[config.mk]
export PLATFORM = sky130hd
export DESIGN_NAME = ct_rd_arbiter_flat
export DESIGN_NICKNAME = d
export VERILOG_FILES = /design/src/rtl/ct_rd_arbiter_if.sv /design/src/rtl/ct_rd_arbiter.sv /design/src/flat_wrapper.sv
export SDC_FILE = /design/constraint.sdc
export NUM_CORES = 1
export LEC_CHECK = 0
export BUFFER_PORTS_ARGS = -buffer_cell sky130_fd_sc_hd__buf_4
export CAP_MARGIN = 20
export CORE_MARGIN = 1.5
export CORE_UTILIZATION = 38
export CTS_CLUSTER_DIAMETER = 50
export DETAILED_ROUTE_END_ITERATION = 6
export PLACE_DENSITY = 0.83
export SYNTH_ARGS = -nofsm -noshare
export SYNTH_HDL_FRONTEND = slang
export SYNTH_SLANG_ARGS = --single-unit
[constraint.sdc]
create_clock -name clk -period 1.19 [get_ports clk]
set_input_delay 0.238 -clock clk [delete_from_list [all_inputs] [get_ports clk]]
set_output_delay 0.238 -clock clk [all_outputs]
set_load 0.005 [all_outputs]
[src/rtl/ct_rd_arbiter_if.sv]
// Shared read-port bundle between the ciphertext-memory read arbiter and its
// requesters plus the memory read data path.
`timescale 1ns/1ps
interface ct_rd_arbiter_if #(
  parameter int N      = 2,
  parameter int ADDR_W = 8,
  parameter int DATA_W = 8
);
  // Handshake: a requester holds req[i] and its addr slice stable until gnt[i]
  // is seen in the same cycle; the returned word is qualified by a one-cycle
  // rvalid[i] pulse RD_LAT+1 cycles after that grant, with rdata shared.
  logic [N-1:0]        req;
  logic [N*ADDR_W-1:0] addr;
  logic [N-1:0]        gnt;
  logic [N-1:0]        rvalid;
  logic [DATA_W-1:0]   rdata;
  logic                busy;
  logic [ADDR_W-1:0]   mem_addr;
  logic [DATA_W-1:0]   mem_rddata;

  modport slave (
    input  req, addr, mem_rddata,
    output gnt, rvalid, rdata, busy, mem_addr
  );

  modport master (
    output req, addr, mem_rddata,
    input  gnt, rvalid, rdata, busy, mem_addr
  );
endinterface

[src/rtl/ct_rd_arbiter.sv]
// Round-robin arbiter sharing the ct_mem read port between N cracking cores,
// one grant per cycle, with in-flight tracking to route returned bytes.
`timescale 1ns/1ps
module ct_rd_arbiter #(
  parameter int N      = 2,
  parameter int ADDR_W = 8,
  parameter int DATA_W = 8,
  parameter int RD_LAT = 1
) (
  input  logic                 clk,
  input  logic                 rst_n,
  ct_rd_arbiter_if.slave       bus,
  output logic [$clog2(N)-1:0] dbg_ptr_o
);
  localparam int PTR_W = $clog2(N);

  logic [PTR_W-1:0]  ptr_q, ptr_d;
  logic [ADDR_W-1:0] last_addr_q;
  logic [ADDR_W-1:0] addr_sel;
  logic [N-1:0]      gnt;
  logic              gnt_any;
  logic [PTR_W-1:0]  gnt_id;

  // vld_q is one stage deeper than id_q: the last stage only feeds busy,
  // its id already lives in rvalid_q.
  logic [RD_LAT:0]   vld_q;
  logic [PTR_W-1:0]  id_q [RD_LAT];
  logic [N-1:0]      rvalid_q;
  logic [DATA_W-1:0] rdata_q;

  always_comb begin
    logic [PTR_W:0]   sum;
    logic [PTR_W-1:0] idx;
    gnt     = '0;
    gnt_any = 1'b0;
    gnt_id  = ptr_q;
    sum     = '0;
    idx     = '0;
    for (int k = 0; k < N; k++) begin
      sum = {1'b0, ptr_q} + (PTR_W+1)'(k);
      if (sum >= (PTR_W+1)'(N)) sum = sum - (PTR_W+1)'(N);
      idx = sum[PTR_W-1:0];
      if (!gnt_any && bus.req[idx]) begin
        gnt_any  = 1'b1;
        gnt[idx] = 1'b1;
        gnt_id   = idx;
      end
    end
  end

  // With no grant the memory keeps seeing the last issued address.
  always_comb begin
    addr_sel = last_addr_q;
    for (int k = 0; k < N; k++) begin
      if (gnt[k]) addr_sel = bus.addr[k*ADDR_W +: ADDR_W];
    end
  end

  always_comb begin
    ptr_d = ptr_q;
    if (gnt_any) ptr_d = (gnt_id == PTR_W'(N-1)) ? '0 : gnt_id + PTR_W'(1);
  end

  always_ff @(posedge clk or negedge rst_n) begin
    if (!rst_n) begin
      ptr_q       <= '0;
      last_addr_q <= '0;
      vld_q       <= '0;
      rvalid_q    <= '0;
      rdata_q     <= '0;
      for (int k = 0; k < RD_LAT; k++) id_q[k] <= '0;
    end else begin
      ptr_q <= ptr_d;
      if (gnt_any) last_addr_q <= addr_sel;
      vld_q <= {vld_q[RD_LAT-1:0], gnt_any};
      id_q[0] <= gnt_id;
      for (int k = 1; k < RD_LAT; k++) id_q[k] <= id_q[k-1];
      rvalid_q <= '0;
      // Entry at stage RD_LAT-1 is exactly when its memory data is valid.
      if (vld_q[RD_LAT-1]) begin
        rvalid_q[id_q[RD_LAT-1]] <= 1'b1;
        rdata_q                  <= bus.mem_rddata;
      end
    end
  end

  assign bus.gnt      = gnt;
  assign bus.mem_addr = addr_sel;
  assign bus.rvalid   = rvalid_q;
  assign bus.rdata    = rdata_q;
  assign bus.busy     = |vld_q;
  assign dbg_ptr_o    = ptr_q;
endmodule

[src/flat_wrapper.sv]
// flat-port wrapper written by rule: the top's interface ports become plain ports
module ct_rd_arbiter_flat 
#(
  parameter int N      = 2,
  parameter int ADDR_W = 8,
  parameter int DATA_W = 8,
  parameter int RD_LAT = 1
)
  (clk, rst_n, dbg_ptr_o, bus_req, bus_addr, bus_mem_rddata, bus_gnt, bus_rvalid, bus_rdata, bus_busy, bus_mem_addr);
  ct_rd_arbiter_if #(.N(N), .ADDR_W(ADDR_W), .DATA_W(DATA_W)) bus_i ();
  input  logic clk;
  input  logic rst_n;
  output logic [$clog2(N)-1:0] dbg_ptr_o;
  input wire logic [$bits(bus_i.req)-1:0] bus_req;
  input wire logic [$bits(bus_i.addr)-1:0] bus_addr;
  input wire logic [$bits(bus_i.mem_rddata)-1:0] bus_mem_rddata;
  output wire logic [$bits(bus_i.gnt)-1:0] bus_gnt;
  output wire logic [$bits(bus_i.rvalid)-1:0] bus_rvalid;
  output wire logic [$bits(bus_i.rdata)-1:0] bus_rdata;
  output wire logic [$bits(bus_i.busy)-1:0] bus_busy;
  output wire logic [$bits(bus_i.mem_addr)-1:0] bus_mem_addr;
  assign bus_i.req = bus_req;
  assign bus_i.addr = bus_addr;
  assign bus_i.mem_rddata = bus_mem_rddata;
  assign bus_gnt = bus_i.gnt;
  assign bus_rvalid = bus_i.rvalid;
  assign bus_rdata = bus_i.rdata;
  assign bus_busy = bus_i.busy;
  assign bus_mem_addr = bus_i.mem_addr;
  ct_rd_arbiter #(.N(N), .ADDR_W(ADDR_W), .DATA_W(DATA_W), .RD_LAT(RD_LAT)) u_core (.clk(clk), .rst_n(rst_n), .bus(bus_i), .dbg_ptr_o(dbg_ptr_o));
endmodule
Word level (Yosys, flattened, before mapping):

Cells that the tools add are included.

* add/sub/neg operators: 4
* multiply operators: 0
* div/mod/pow operators: 0
* magnitude comparators: 8
* equality and inequality tests: 0
* shift-type cells: 0
* muxes and demuxes: 22
* bitwise operators: 1
* reductions and logical operators: 6

Operators with widths (number)
* 2-to-1 mux 8 bit: 2
* 2-to-1 mux 1 bit: 14
* less-than comparator 1 x 2 -> 1 bit (second input constant): 3
* 2-to-1 mux 2 bit: 3
* logical AND 1 bit: 4
* demux 1 bit (select 1 bit): 3
* >= comparator 1 bit (second input constant): 3
* adder 1 x 1 -> 2 bit (second input constant): 1
* >= comparator 1 x 2 -> 1 bit (second input constant): 1
* >= comparator 2 bit (second input constant): 1
* OR 2 bit: 1
* OR reduction 2 bit: 1
* subtractor 1 bit (second input constant): 2
* adder 1 bit (second input constant): 1
* zero test 1 bit: 1

* register bits: 22
* latch bits: 0
* RAM bits: 0
* bits in read-only memories: 0
* output and inout bits: 22
* word-level logic and storage cells: 47
* memories kept: 0

Longest topological paths before layout:

Gate-level depths: netlist (run 1).

* depth after elaboration: 11
* mapped depth: 4
* mapped depth without buffers: 3

Worst setup path before layout (run 1):

Ideal clock, no wire load.

* kind: reg-to-output
* from: register u_core.ptr_q (netlist: u_core.dbg_ptr_o)
* to: output bus_mem_addr[0]
* data arrival time: 0.991 ns
* setup slack: -0.039 ns
* stages on the path, launching flop included: 5
* path through: dfrtp_1 nand2b_1 buf_6 a32oi_1 nand2_1

* word-level cells in the longest chain between the ends: 11
* elaborated cells between the ends (all ways): 29

RTL lines
* from (decl): RTL line ct_rd_arbiter.sv:17 `logic [PTR_W-1:0] ptr_q, ptr_d;`
* from (signal assigned): RTL line ct_rd_arbiter.sv:73 `ptr_q <= ptr_d;`
* adder 1 x 1 -> 2 bit, or another cell as far along: RTL line ct_rd_arbiter.sv:40 `sum = {1'b0, ptr_q} + (PTR_W+1)'(k);`
* >= comparator 2 bit, or another cell as far along: RTL line ct_rd_arbiter.sv:41 `if (sum >= (PTR_W+1)'(N)) sum = sum - (PTR_W+1)'(N);`
* 2-to-1 mux 1 bit, or another cell as far along: RTL line ct_rd_arbiter.sv:41
* less-than comparator 1 x 2 -> 1 bit (implied by the code), or another cell as far along: RTL line ct_rd_arbiter.sv:45 `gnt[idx] = 1'b1;`
* logical AND 1 bit (implied by the code) or 2-to-1 mux 1 bit (tied branches): RTL line ct_rd_arbiter.sv:45
* 2-to-1 mux 1 bit (implied by the code) or demux 1 bit (select 1 bit) (tied branches)
* demux 1 bit (select 1 bit) or 2-to-1 mux 2 bit (tied branches)
* OR 2 bit (no source line)
* 2-to-1 mux 2 bit (*): RTL line ct_rd_arbiter.sv:43 `if (!gnt_any && bus.req[idx]) begin`
* 2-to-1 mux 8 bit: RTL line ct_rd_arbiter.sv:55 `if (gnt[k]) addr_sel = bus.addr[k*ADDR_W +: ADDR_W];`
* 2-to-1 mux 8 bit (*): RTL line ct_rd_arbiter.sv:55
* to (decl): RTL line flat_wrapper.sv:21 `output wire logic [$bits(bus_i.mem_addr)-1:0] bus_mem_addr;`

Every way passes the cells marked *; elsewhere a longest branch is shown, timed or not. The select of a mux whose other input is x is not followed.

Final worst setup path (run 1):

* from: register u_core.ptr_q (netlist: u_core.dbg_ptr_o)
* to: output bus_mem_addr[3]

Same word-level chain as after synthesis.

==> impl_metrics.ini, run 1 <==
[sta]
finalSetupTns_ns = -3.966
slew-limit-headroom = 0.8199
final-max-slew-violation-count = 0
max_slew.worst_pin.slew_ns = 0.2701
timing.final.ws_setup_ns = -0.4305
fin_worst_skew_ns = 0.007161
period_needed_ns = 1.621
fmax_ghz = 0.6171
rsz0062_at_grt = true
holdWs_ns = 0.1536
hold_viol = 0
period_share = 1.362
setup_viol = 12

[clock_network]
cts_num_sinks = 22
insertion_delay_ns = 0.30
cts_tree = built
numCtsBuffers = 3
cts.htree.levels = 1
cts_root_buffer = clkbuf_4
clkSlewWorstSetupHoldPaths_ns = 0.12
clk_path_buf_depth = 2

[detailed_routing]
viasPerCell = 4.713
drc_errors = 0
drt-initial-drc-count = 7
wl_per_cell_um = 12.40
ant_nets = 0
drt_first_pass_iters = 4
num_vias = 787
wirelength_um = 2071

[global_routing]
grt_max_degree = 23
grt_pass1_wl_um = 3125
grt_pass1_vias = 802
antenna_found_initial = 0
grt_overflow = 0
grt_util_all_layers = 0.1599

[final_layout]
layout_commonest_cell = buf_4
fin_cells = 167
layout_common_cells = buf_4, nand2_1, dfrtp_1, a32oi_2, mux2_2
final_cell_area_um2 = 1516
final_util = 0.6855
fin_nets = 168
drive_gt1_frac = 0.6043
synthToLayoutAreaGrowth_pct = 69.51
insertedDiodeCount = 0

[critical_path]
worstPathCellList = nand2b_4 > a32oi_2 > nand2_1 > buf_4
rr_endpoint = u_core.last_addr_q[3]
r2r_cells = 6
crit_path_top_delay_cell = dfrtp_1
r2r_slack_ns = 0.08
cp.buffers_inverters = 1
cp-startpoint = u_core.dbg_ptr_o
worst_ep_required_time_ns = 0.95
cp_data_arrival_time_ns = 1.38
crit_cells = 4
crit_type = reg -> out
start_kind = register
worst_path_dominant_cell_family = flip-flops
worstSetupEndpoint = bus_mem_addr[3]
max_stage_delay_ns = 0.41
r2r-start = u_core.dbg_ptr_o
path_max_fanout = 10
crit_path_end_kind = output pin

[synthesis]
synth-seq-area-share = 0.6154
netlist_area_um2 = 894.6
synth_seq_cells = 22
syn_inst = 77
yosysWarnings = 0
synth_area_per_cell_um2 = 11.62
ys_types = 15
syn_nets = 105

[run_status]
status = finished, violations left
failed_checks = setup timing

[floorplanning]
fp-row-count = 17
initial_core_util = 0.4044
die_x_um = 51.52
io_pins = 50
die_h_um = 51.52
coreArea_um2 = 2212
die_area_um2 = 2654

[pwr]
power.density_nw_per_um2 = 1132
ir_drop_uv = 673.9
power_leakage_nw = 0.7769

[placed_design]
globalplace.congestion = 0.7027
dp_hpwl_um = 1530
dp.cells = 160
place_area_um2 = 1356
port_buffers = 49

[hold_path]
hold_class = in -> reg

[run]
maxCapViolCount = 0
==> cells by family after synthesis <==
logic type | count (synthesis) | synth area share
buf+inv | 6 | 0.03636
simple gates | 30 | 0.1399
flops | 22 | 0.6154
fa+ha+maj | 1 | 0.01119
mux | 8 | 0.1007
compound gates | 10 | 0.09650
==> worst reg2reg max path, delay by kind of cell (launching register included) <==
kind | cells | cell delay [ns]
compound gates | 1 | 0.12
simple gates | 2 | 0.12
flops | 1 | 0.41
buf+inv | 3 | 0.40
==> how the worst min path moves through the flow <==
| stage | start | endpoint | cells past startpoint |
|---|---|---|---|
| after floorplan | rst_n | u_core.bus.rdata[0] | 0 |
| after CTS | bus_addr[5] | u_core.last_addr_q[5] | 3 |
| after global placement | rst_n | u_core.bus.rdata[3] | 1 |
| final | bus_addr[5] | u_core.last_addr_q[5] | 3 |
| after detailed placement | rst_n | u_core.bus.rdata[3] | 1 |
| after global routing | bus_mem_rddata[2] | u_core.bus.rdata[2] | 2 |
==> Yosys cell counts <==
cell      number  area [um2]
a32oi_1        8       70.07
nor2_1         1       3.750
buf_2          2       10.01
or2_2          1       6.260
nand2_1       24       90.09
o21ai_0        1       5.000
maj3_1         1       10.01
nand2b_1       1       6.260
inv_1          3       11.26
and2_1         2       12.51
dfrtp_1       22       550.5
nor2b_1        1       6.260
mux2_2         8       90.09
a21boi_2       1       11.26
buf_6          1       11.26
==> timing repair <==
action | CTS | global route
endpoints found under the hold margin | 22 | 0
endpoints found under the setup margin | 12 | 12
resized for setup | 12 | 8
hold buffers | 1 | 0
buffers inserted | 1 | 2
pin swaps | 1 | 0
==> registers in the layout (all words and copies together), names as in the netlist <==
| register | count |
|---|---|
| u_core.bus.rvalid | 2 |
| u_core.last_addr_q | 8 |
| u_core.dbg_ptr_o | 1 |
| u_core.bus.rdata | 8 |
| u_core.vld_q | 2 |
| u_core.id_q | 1 |
==> power breakdown <==
group / leakage, nW / switching (mW) / internal, mW
logic: 0.497 / 0.178 / 0.285
clock network: 0.0210 / 0.207 / 0.186
registers: 0.259 / 0.0370 / 0.824
total: 0.777 / 0.422 / 1.29
==> metrics by stage <==
stage,setup WS [ns],power [mW]
global placement,-0.1923,1.252
CTS,-0.4244,1.714
finish,-0.4305,1.716
floorplan,-0.02350,1.010
global route,-0.5203,1.823
detailed placement,-0.2214,1.268
==> cell type report <==
cell class | count | area, um2
fill | 171 | 695.7
sequential | 22 | 550.5
timing repair buffer | 61 | 499.2
multi-input combinational | 49 | 384.1
clock buffer | 4 | 36.28
tap | 28 | 35.03
inverter | 3 | 11.26
==> metal layers <==
metal,GRT usage,part of all wire,vias to the layer above
met3,0.03448,0.094,0
met2,0.3077,0.51,42
met4,0.06579,0,0
li1,-,-,390
met1,0.1648,0.39,355
met5,0,0,-
No activity file was read; power rests on OpenSTA's default activity.
==> inputs of run 2 (changes only) <==
--- a/config.mk
+++ b/config.mk
@@ -8,10 +8,11 @@
 export BUFFER_PORTS_ARGS = -buffer_cell sky130_fd_sc_hd__buf_4
 export CAP_MARGIN = 20
 export CORE_MARGIN = 1.5
-export CORE_UTILIZATION = 38
+export CORE_UTILIZATION = 45
 export CTS_CLUSTER_DIAMETER = 50
 export DETAILED_ROUTE_END_ITERATION = 6
-export PLACE_DENSITY = 0.83
+export PLACE_DENSITY = 0.91
+export SKIP_LAST_GASP = 1
 export SYNTH_ARGS = -nofsm -noshare
 export SYNTH_HDL_FRONTEND = slang
 export SYNTH_SLANG_ARGS = --single-unit
==> constraint.sdc (replaced) <==
create_clock -name clk -period 1.9 [get_ports clk]
set_input_delay 0.38 -clock clk [delete_from_list [all_inputs] [get_ports clk]]
set_output_delay 0.38 -clock clk [all_outputs]
set_load 0.005 [all_outputs]
==> impl_metrics.ini, run 2 (same netlist as run 1, synthesis figures left out) <==
[clock_network]
cts.htree.levels = 1
cts_tree = built
cts_root_buffer = clkbuf_4
clk_path_buf_depth = 2
numCtsBuffers = 3
cts_num_sinks = 22
insertion_delay_ns = 0.30
clkSlewWorstSetupHoldPaths_ns = 0.11

[floorplanning]
die_x_um = 47.59
coreArea_um2 = 1802
die_h_um = 47.59
die_area_um2 = 2264
initial_core_util = 0.4965
io_pins = 50
fp-row-count = 15

[sta]
fin_worst_skew_ns = 0.006510
finalSetupTns_ns = 0
timing.final.ws_setup_ns = 0.08911
period_needed_ns = 1.811
hold_viol = 0
holdWs_ns = 0.2936
max_slew.worst_pin.slew_ns = 0.4316
setup_viol = 0
fmax_ghz = 0.5522
final-max-slew-violation-count = 0
period_share = 0.9531
slew-limit-headroom = 0.7120
rsz0062_at_grt = true

[critical_path]
worst_ep_required_time_ns = 1.52
crit_type = reg -> out
path_max_fanout = 10
cp_data_arrival_time_ns = 1.43
crit_path_end_kind = output pin
start_kind = register

[pwr]
power_mw = 0.9800
ir_drop_uv = 480.9
power.density_nw_per_um2 = 723.9
power_leakage_nw = 0.6978

[run_status]
status = finished clean

[detailed_routing]
drt_first_pass_iters = 3
wl_per_cell_um = 12.22
num_vias = 769
ant_nets = 0
wirelength_um = 1869
drc_errors = 0
viasPerCell = 5.026
drt-initial-drc-count = 5

[placed_design]
dp.cells = 148
place_area_um2 = 1272
port_buffers = 49
globalplace.congestion = 0.6927
dp_hpwl_um = 1373
place_ws_ns = 0.1553

[final_layout]
register_area_um2 = 551.8
layout_common_cells = buf_4, nand2_1, dfrtp_1, mux2_2, a32oi_1
layout_commonest_cell = buf_4
multiInputGateArea_um2 = 351.6
drive_gt1_frac = 0.5391
synthToLayoutAreaGrowth_pct = 51.33
insertedDiodeCount = 0
fillers = 137
fin_nets = 158
fin_cells = 153
final_cell_area_um2 = 1354
final_util = 0.7514

[global_routing]
grt_pass1_vias = 719
grt_util_all_layers = 0.1850
grt_pass1_wl_um = 2849
grt_max_degree = 23
grt_overflow = 0
antenna_found_initial = 0

[hold_path]
hold_class = in -> reg

[run]
maxCapViolCount = 0
-- run 2: cell count changes in the layout (fill, tap and decap cells not counted), sizes merged --
cell / change
buf: -10
clkbuf: -1
-- run 2: area by class of cell --
cell class              instances  area share
clock buffers                   3     0.01664
inverters                       3    0.008318
multi-input cells              49      0.2597
flip-flops and latches         22      0.4076
well taps                      25     0.02311
repair buffers                 51      0.2847
-- run 2: layer usage --
layer | routed length (um) | global-route usage | up-vias
met5 | 0 | 0 | -
met4 | 13 | 0.09730 | 0
met3 | 159 | 0.03774 | 2
met2 | 877 | 0.3135 | 41
met1 | 818 | 0.2220 | 361
li1 | - | - | 365
-- run 2: critical path, cell delays in order, from the launching register on --
cell,delay [ns]
dfrtp_2,0.46
nand2b_4,0.21
a32oi_1,0.26
nand2_1,0.08
buf_4,0.14
-- run 2: repair_timing --
item,4_1_cts,5_1_grt
endpoints found under the hold margin,22,0
buffers inserted,0,1
cloned,0,0
hold buffers,1,0
resized for setup,1,7
setup endpoints to repair,8,8
-- run 2: where the power goes --
part / switching, mW / internal [mW]
clock network: 0.126 / 0.0738
registers: 0.0264 / 0.516
logic: 0.0944 / 0.143
-- run 2: path summary, 6_finish.rpt --
path	cells after the start	end	startpoint	slack [ns]
worst max-delay path	4	bus_mem_addr[1]	u_core.dbg_ptr_o	0.09
worst min-delay path	3	u_core.last_addr_q[6]	bus_addr[6]	0.29
worst max register to register	3	u_core.last_addr_q[2]	u_core.dbg_ptr_o	0.79
worst min register to register	1	u_core.bus.rvalid[0]	u_core.id_q	0.42
max in group asynchronous	2	u_core.dbg_ptr_o	rst_n	1.16
min in group asynchronous	2	u_core.bus.rdata[6]	rst_n	0.50
